File: config.mk
export PLATFORM = sky130hd
export DESIGN_NAME = sram_write_ctrl
export DESIGN_NICKNAME = d
export VERILOG_FILES = /design/src/rtl/sram_write_ctrl.sv
export SDC_FILE = /design/constraint.sdc
export NUM_CORES = 1
export LEC_CHECK = 0
export ABC_CLOCK_PERIOD_IN_PS = 4700
export CAP_MARGIN = 25
export CELL_PAD_IN_SITES_DETAIL_PLACEMENT = 0
export CELL_PAD_IN_SITES_GLOBAL_PLACEMENT = 1
export CORE_MARGIN = 2
export CORE_UTILIZATION = 40
export DETAILED_ROUTE_END_ITERATION = 10
export HOLD_SLACK_MARGIN = 0.12
export PLACE_DENSITY = 0.9
export SYNTH_ARGS = -nofsm -noshare
export SYNTH_HDL_FRONTEND = slang
export SYNTH_SLANG_ARGS = --single-unit
File: constraint.sdc
create_clock -name clk -period 4.7 [get_ports clk]
set_input_delay 1.175 -clock clk [delete_from_list [all_inputs] [get_ports clk]]
set_output_delay 1.175 -clock clk [all_outputs]
set_load 0.02 [all_outputs]
File: src/rtl/sram_write_ctrl.sv
// Packet writer: places arbitrated packet words into a circular SRAM buffer,
// emits one descriptor per packet and tracks free buffer space.
module sram_write_ctrl #(
  parameter int data_width  = 64,
  parameter int addr_width  = 10,
  parameter int port_width  = 4,
  parameter int max_pkt_len = 64,
  parameter int len_width   = 7
) (
  input  logic                  clk,
  input  logic                  rst,
  input  logic                  in_sop,
  input  logic                  in_vld,
  input  logic                  in_eop,
  input  logic [data_width-1:0] in_data,
  input  logic [port_width-1:0] in_des_port,
  output logic                  in_ready,
  output logic                  sram_wr_en,
  output logic [addr_width-1:0] sram_wr_addr,
  output logic [data_width-1:0] sram_wr_data,
  output logic                  desc_vld,
  input  logic                  desc_ready,
  output logic [addr_width-1:0] desc_addr,
  output logic [len_width-1:0]  desc_len,
  output logic [port_width-1:0] desc_port,
  output logic                  desc_err,
  input  logic                  rel_vld,
  input  logic [len_width-1:0]  rel_len,
  output logic [addr_width:0]   free_cnt,
  output logic [1:0]            dbg_state
);

  localparam logic [len_width-1:0] MaxLen  = len_width'(max_pkt_len);
  localparam logic [addr_width:0]  Depth   = (addr_width+1)'(1 << addr_width);
  localparam logic [addr_width:0]  MinFree = (addr_width+1)'(max_pkt_len);

  typedef enum logic [1:0] {
    IDLE  = 2'd0,
    WRITE = 2'd1,
    DESC  = 2'd2
  } state_t;

  state_t                r_state;
  state_t                w_state_nxt;
  logic [addr_width-1:0] r_wr_ptr;
  logic [addr_width-1:0] r_start;
  logic [len_width-1:0]  r_len;
  logic [port_width-1:0] r_port;
  logic                  r_err;
  logic [addr_width:0]   r_free_cnt;
  logic                  r_wr_en;
  logic [addr_width-1:0] r_wr_addr;
  logic [data_width-1:0] r_wr_data;
  logic [addr_width-1:0] r_desc_addr;
  logic [len_width-1:0]  r_desc_len;
  logic [port_width-1:0] r_desc_port;
  logic                  r_desc_err;

  logic                  w_in_ready;
  logic                  w_sop_acc;
  logic                  w_wr_acc;
  logic                  w_drop;
  logic                  w_sop_err;
  logic                  w_eop_acc;
  logic [len_width-1:0]  w_len_nxt;
  logic                  w_err_nxt;
  logic [addr_width+1:0] w_free_sum;
  logic [addr_width:0]   w_free_nxt;

  // Handshakes: the input stream transfers on (in_sop|in_vld|in_eop) & in_ready;
  // a descriptor transfers on desc_vld & desc_ready and is held stable until then.
  always_comb begin
    w_state_nxt = r_state;
    w_in_ready  = 1'b0;
    w_sop_acc   = 1'b0;
    w_wr_acc    = 1'b0;
    w_drop      = 1'b0;
    w_sop_err   = 1'b0;
    w_eop_acc   = 1'b0;
    case (r_state)
      IDLE: begin
        w_in_ready = (r_free_cnt >= MinFree);
        if (in_sop && w_in_ready) begin
          w_sop_acc   = 1'b1;
          w_state_nxt = WRITE;
        end
      end
      WRITE: begin
        w_in_ready = 1'b1;
        w_sop_err  = in_sop;
        if (in_vld) begin
          if (r_len < MaxLen) w_wr_acc = 1'b1;
          else                w_drop   = 1'b1;
        end
        if (in_eop) begin
          w_eop_acc   = 1'b1;
          w_state_nxt = DESC;
        end
      end
      DESC: begin
        if (desc_ready) w_state_nxt = IDLE;
      end
      default: w_state_nxt = IDLE;
    endcase
  end

  assign w_len_nxt = r_len + len_width'(w_wr_acc);
  assign w_err_nxt = r_err | w_drop | w_sop_err;

  // Write and release in the same cycle both apply; excess release saturates at depth.
  assign w_free_sum = {1'b0, r_free_cnt}
                    + (rel_vld ? (addr_width+2)'(rel_len) : '0)
                    - (addr_width+2)'(w_wr_acc);
  assign w_free_nxt = (w_free_sum > {1'b0, Depth}) ? Depth : w_free_sum[addr_width:0];

  always_ff @(posedge clk or negedge rst) begin
    if (!rst) begin
      r_state     <= IDLE;
      r_wr_ptr    <= '0;
      r_start     <= '0;
      r_len       <= '0;
      r_port      <= '0;
      r_err       <= 1'b0;
      r_free_cnt  <= Depth;
      r_wr_en     <= 1'b0;
      r_wr_addr   <= '0;
      r_wr_data   <= '0;
      r_desc_addr <= '0;
      r_desc_len  <= '0;
      r_desc_port <= '0;
      r_desc_err  <= 1'b0;
    end else begin
      r_state    <= w_state_nxt;
      r_free_cnt <= w_free_nxt;
      r_wr_en    <= w_wr_acc;
      if (w_sop_acc) begin
        r_port  <= in_des_port;
        r_start <= r_wr_ptr;
        r_len   <= '0;
        r_err   <= 1'b0;
      end else begin
        r_len <= w_len_nxt;
        r_err <= w_err_nxt;
      end
      if (w_wr_acc) begin
        r_wr_addr <= r_wr_ptr;
        r_wr_data <= in_data;
        r_wr_ptr  <= r_wr_ptr + addr_width'(1);
      end
      if (w_eop_acc) begin
        r_desc_addr <= r_start;
        r_desc_len  <= w_len_nxt;
        r_desc_port <= r_port;
        r_desc_err  <= w_err_nxt | (w_len_nxt == '0);
      end
    end
  end

  assign in_ready     = w_in_ready;
  assign sram_wr_en   = r_wr_en;
  assign sram_wr_addr = r_wr_addr;
  assign sram_wr_data = r_wr_data;
  assign desc_vld     = (r_state == DESC);
  assign desc_addr    = r_desc_addr;
  assign desc_len     = r_desc_len;
  assign desc_port    = r_desc_port;
  assign desc_err     = r_desc_err;
  assign free_cnt     = r_free_cnt;
  assign dbg_state    = r_state;

endmodule

; ---- Word level (Yosys, flattened, before mapping)
; Index checks and enable logic that the tools add are counted.
[totals]
reg_bits = 142
inputBits = 82
word_cells = 53
[op_classes]
add_sub_neg = 4
n_lt_le_gt_ge = 3
n_eq_ne = 5
muxes = 20
n_bitwise = 3
reduce_logical = 4
[op_table]
columns = op, count
row1 = $mux W7, 2
row2 = $add A11 B7 Y12, 1
row3 = $gt A12 B11 Y1 const B, 1
row4 = $mux W1, 12
row5 = $sub A12 B1 Y12, 1
row6 = $ge A11 B7 Y1 const B, 1
row7 = $mux W11, 1
row8 = $add A10 B1 Y10 const B, 1
row9 = $add A7 B1 Y7, 1
row10 = $logic_not A7 Y1, 1
row11 = $lt A7 B7 Y1 const B, 1
row12 = $mux W2, 3
row13 = $pmux W2 S3, 1
row14 = $ne A2 B2 Y1 const B, 2
row15 = $or A1 B1 Y1, 3
row16 = $reduce_and A3 Y1, 1
row17 = $eq A2 B1 Y1 const B, 1
row18 = $eq A2 B2 Y1 const B, 1
row19 = $logic_not A2 Y1, 1
row20 = $ne A2 B1 Y1 const B, 1
row21 = $pmux W1 S2, 1
row22 = $logic_and A1 B1 Y1, 1

; ---- Logic depth before layout (Yosys ltp)
[logic_depth]
word_depth = 7
mapped_depth = 14

; ---- Worst setup path after synthesis
; Ideal clock, no wire load.
[synth_timing]
path_kind = input to register
startpoint = input port in_vld
endpoint = register r_free_cnt[2], in the netlist free_cnt[2]
setup_time_ps = 72
arrival_ps = 3665
slack_ps = 963
stages = 12
n_path_buf = 2
path_cell_list = nor3b_4 buf_2 buf_2 xnor2_1 ha_1 fa_1 xor2_1 or3_1 nor3_1 nand4_1 o31a_1 nor2_1
[synth_via]
elab_chain_len = 5
[synth_lines]
columns = item, line_no
row1 = start: declaration, 13  ; input logic in_vld,
row2 = $mux W1 (*), 91  ; if (in_vld) begin
row3 = $mux W1 (*), 80  ; case (r_state)
row4 = net w_wr_acc, 61  ; logic w_wr_acc;
row5 = $sub A12 B1 Y12 (*), 113  ; - (addr_width+2)'(w_wr_acc);
row6 = $gt A12 B11 Y1, 114  ; assign w_free_nxt = (w_free_sum > {1'b0, Depth}) ? Depth : w_free_sum[addr_width:0];
row7 = $mux W11 (*), 114
row8 = net w_free_nxt[2], 68  ; logic [addr_width:0] w_free_nxt;
row9 = end signal: assignment, 124  ; r_free_cnt <= Depth;
row10 = end signal: assignment, 134  ; r_free_cnt <= w_free_nxt;
row11 = end: declaration, 50  ; logic [addr_width:0] r_free_cnt;
; The timed path passes the listed nets; every way through them passes the cells marked *.
; A chain may end at the register's enable or synchronous reset.

; ---- Worst setup path in the final report
[layout_timing]
startpoint = input port in_vld
endpoint = register r_free_cnt[4], in the netlist free_cnt[4]
[layout_via]
elab_chain_len = 5
[layout_lines]
columns = item, line_no
row1 = $mux W1 (*), 91
row2 = $mux W1 (*), 80
row3 = $sub A12 B1 Y12 (*), 113
row4 = $gt A12 B11 Y1, 114
row5 = $mux W11 (*), 114
row6 = net w_free_nxt[4], 68
; Marks and branches as above.

==> results.py <==
metrics = {
    "cells_and_area": {
        "layout-drive-gt1-share": 0.216,
        "regArea_um2": 3550,
        "layout_common_cells": "192 x clkdlybuf4s50_1, 141 x dfrtp_1, 93 x mux2_2, 33 x nand2_1, 25 x inv_1",
        "n_antenna_cell": 0,
        "fill_cells": 1224,
        "syn_to_final_growth_pct": 44.6,
        "final_common_cell": "clkdlybuf4s50_1",
        "multi_input_area_um2": 2460,
        "fin_nets": 780,
        "layoutNonFillerInstCount": 874,
    },
    "clocking": {
        "cts_num_sinks": 142,
        "cts_tree": "done",
        "holdBufCountCts": 0,
        "h-tree-depth": 4,
        "cts_resized": 0,
        "clock_latency_ns": 0.42,
        "clkTransAtPathRegs_ns": 0.05,
        "cts_setup_buffers": 0,
        "cts_buffer_depth": 2,
        "cts-root-buf": "clkbuf_16",
        "cts_made_buffers": 17,
    },
    "logic_synthesis": {
        "ys_seq_elements": 142,
        "yosysWarnings": 0,
        "synth_mux_area_frac": 0.195,
        "synth_flop_cell": "dfrtp_1",
        "syn_area_um2": 6200,
        "synth_edf_count": 0,
        "synth_area_per_cell_um2": 13.2,
        "synth_compound_area_frac": 0.0367,
        "syn_inst": 471,
        "synth_xor_area_frac": 0.0353,
        "synthArstFlopShare": 1.00,
        "synthAdderAreaFrac": 0.0496,
        "synth_seq_area_share": 0.573,
        "ys_types": 46,
        "synth_top_family_by_area": "multiplexers",
        "syn_nets": 577,
        "synth-simple-area-share": 0.0795,
    },
    "power": {
        "ir_drop_mv": 0.257,
        "p_per_area_nw_per_um2": 687,
        "power.leakage_nw": 3.94,
    },
    "run": {
        "cap_violations": 0,
    },
    "timing": {
        "fin_skew_ns": 0.0164,
        "layout_min_cycle_time_ns": 3.63,
        "period_share": 0.773,
        "rsz0062_at_grt": "no",
        "slew_viol_final": 0,
        "setup-tns-final_ns": 0,
        "hold_viol": 0,
        "slew_headroom": 0.686,
        "worstMarginPinSlew_ns": 0.471,
        "fmax_mhz": 275,
        "finalSetupViolations": 0,
    },
    "die": {
        "num_rows": 45,
        "die_area_um2": 16500,
        "core_um2": 15200,
        "die_y_um": 129,
        "start_util": 0.408,
        "dieWidth_um": 129,
        "io_pins": 194,
    },
    "worst_setup_path": {
        "cp.required_ns": 5.04,
        "worstSetupPathType": "primary input to flip-flop",
        "cp_max_fo": 5,
        "startpoint_type": "primary input",
        "arrival_ns": 3.98,
        "crit_path_end_kind": "flip-flop",
    },
    "hold_path": {
        "hold_class": "flip-flop to flip-flop",
    },
    "route": {
        "via_per_inst": 4.80,
        "drcViolationCount": 0,
        "vias": 4196,
        "routed_wl_um": 13700,
        "drtIter0Drc": 121,
        "drt.antenna.violating_nets": 0,
        "dr.pass1.iters": 4,
        "routedWlPerCell_um": 15.7,
    },
    "placed_design": {
        "gp_congestion": 0.804,
        "io_buffers": 193,
        "dp_cells": 841,
        "dp_hpwl_um": 10000,
    },
    "grt": {
        "grt_pass1_vias": 4407,
        "antenna_found_initial": 0,
        "grt_overflow": 0,
        "grt_pass1_wl_um": 21900,
        "grt_max_degree": 117,
        "grt_usage": 0.168,
    },
    "status": {
        "status": "finished clean",
    },
}
==> kinds of logic (layout without fill, tap and decap cells) <==
group,Yosys count,in the layout
multiplexers,104,104
buffers and inverters,41,256
AO/OA/AOI/OAI,38,38
flip-flops,142,142
adder cells (fa/ha/maj),24,24
AND/OR/NAND/NOR,97,97
XOR/XNOR,25,25
==> Yosys cell counts, drive strengths merged (8+ instances only) <==
cell,number,area share
xor2,10,0.014
ha,23,0.046
buf,12,0.013
a21oi,14,0.012
dfrtp,141,0.57
inv,26,0.016
nand3,8,0.0073
nand2,33,0.020
mux2,104,0.20
nor2,23,0.014
o21ai,13,0.010
xnor2,15,0.021
==> registers in the layout (all words and copies together), names as in the netlist, 4 cells and up <==
register and cells:
desc_addr 10, desc_len 7, desc_port 4, free_cnt 11
r_len 7, r_port 4, r_start 10, r_wr_ptr 10
sram_wr_addr 10, sram_wr_data 64
==> path summary, 6_finish.rpt <==
check	start	to	slack, ns	cells past startpoint
setup / recovery	in_vld	free_cnt[4]	1.07	11
hold / removal	desc_len[0]	desc_len[0]	0.48	2
setup reg to reg	dbg_state[1]	free_cnt[4]	1.71	11
hold reg to reg	desc_len[0]	desc_len[0]	0.48	2
max in group asynchronous	rst	desc_len[6]	2.99	3
min in group asynchronous	rst	sram_wr_data[46]	0.62	1
==> report_power, final <==
part	internal, mW	switching [mW]
clock network	0.820	0.490
registers	1.70	0.285
logic	1.48	1.38
==> critical path, stage by stage <==
cell and delay, ns:
clkdlybuf4s50_1 0.49, nor3b_4 0.31, xnor2_1 0.12, ha_1 0.22, fa_1 0.42, xor2_1 0.18
or3_1 0.31, nor3_1 0.19, nand4_1 0.11, o31a_1 0.31, nor2_1 0.14
==> metrics by stage <==
step | cell area (um^2) | power [mW] | worst slack, ns | hold slack (ns) | util
after floorplan | 6200 | 3.69 | 0.963 | 0.455 | -
after global placement | 8300 | 4.79 | 0.672 | 0.465 | 0.546
after detailed placement | 8330 | 4.89 | 0.613 | 0.470 | 0.548
after CTS | 8910 | 6.23 | 1.05 | 0.483 | 0.586
after global routing | 8970 | 6.55 | 0.829 | 0.511 | 0.590
final | 8970 | 6.17 | 1.07 | 0.479 | 0.590
==> layout make-up <==
type,instances,share of cell area
Multi-Input combinational cell,288,0.274
Timing Repair Buffer,199,0.227
Inverter,26,0.0109
Clock buffer,22,0.0529
Sequential cell,142,0.396
Clock inverter,9,0.0123
Tap cell,188,0.0262
==> per-layer routing <==
layer | track usage | wire, um | vias to the layer above | part of all wire
met5 | 0 | 0 | - | 0
met4 | 0.0697 | 289 | 0 | 0.021
met3 | 0.0345 | 556 | 18 | 0.040
met2 | 0.279 | 6870 | 107 | 0.50
met1 | 0.216 | 6030 | 2043 | 0.44
li1 | - | - | 2028 | -
No activity file was read; power rests on OpenSTA's default activity.
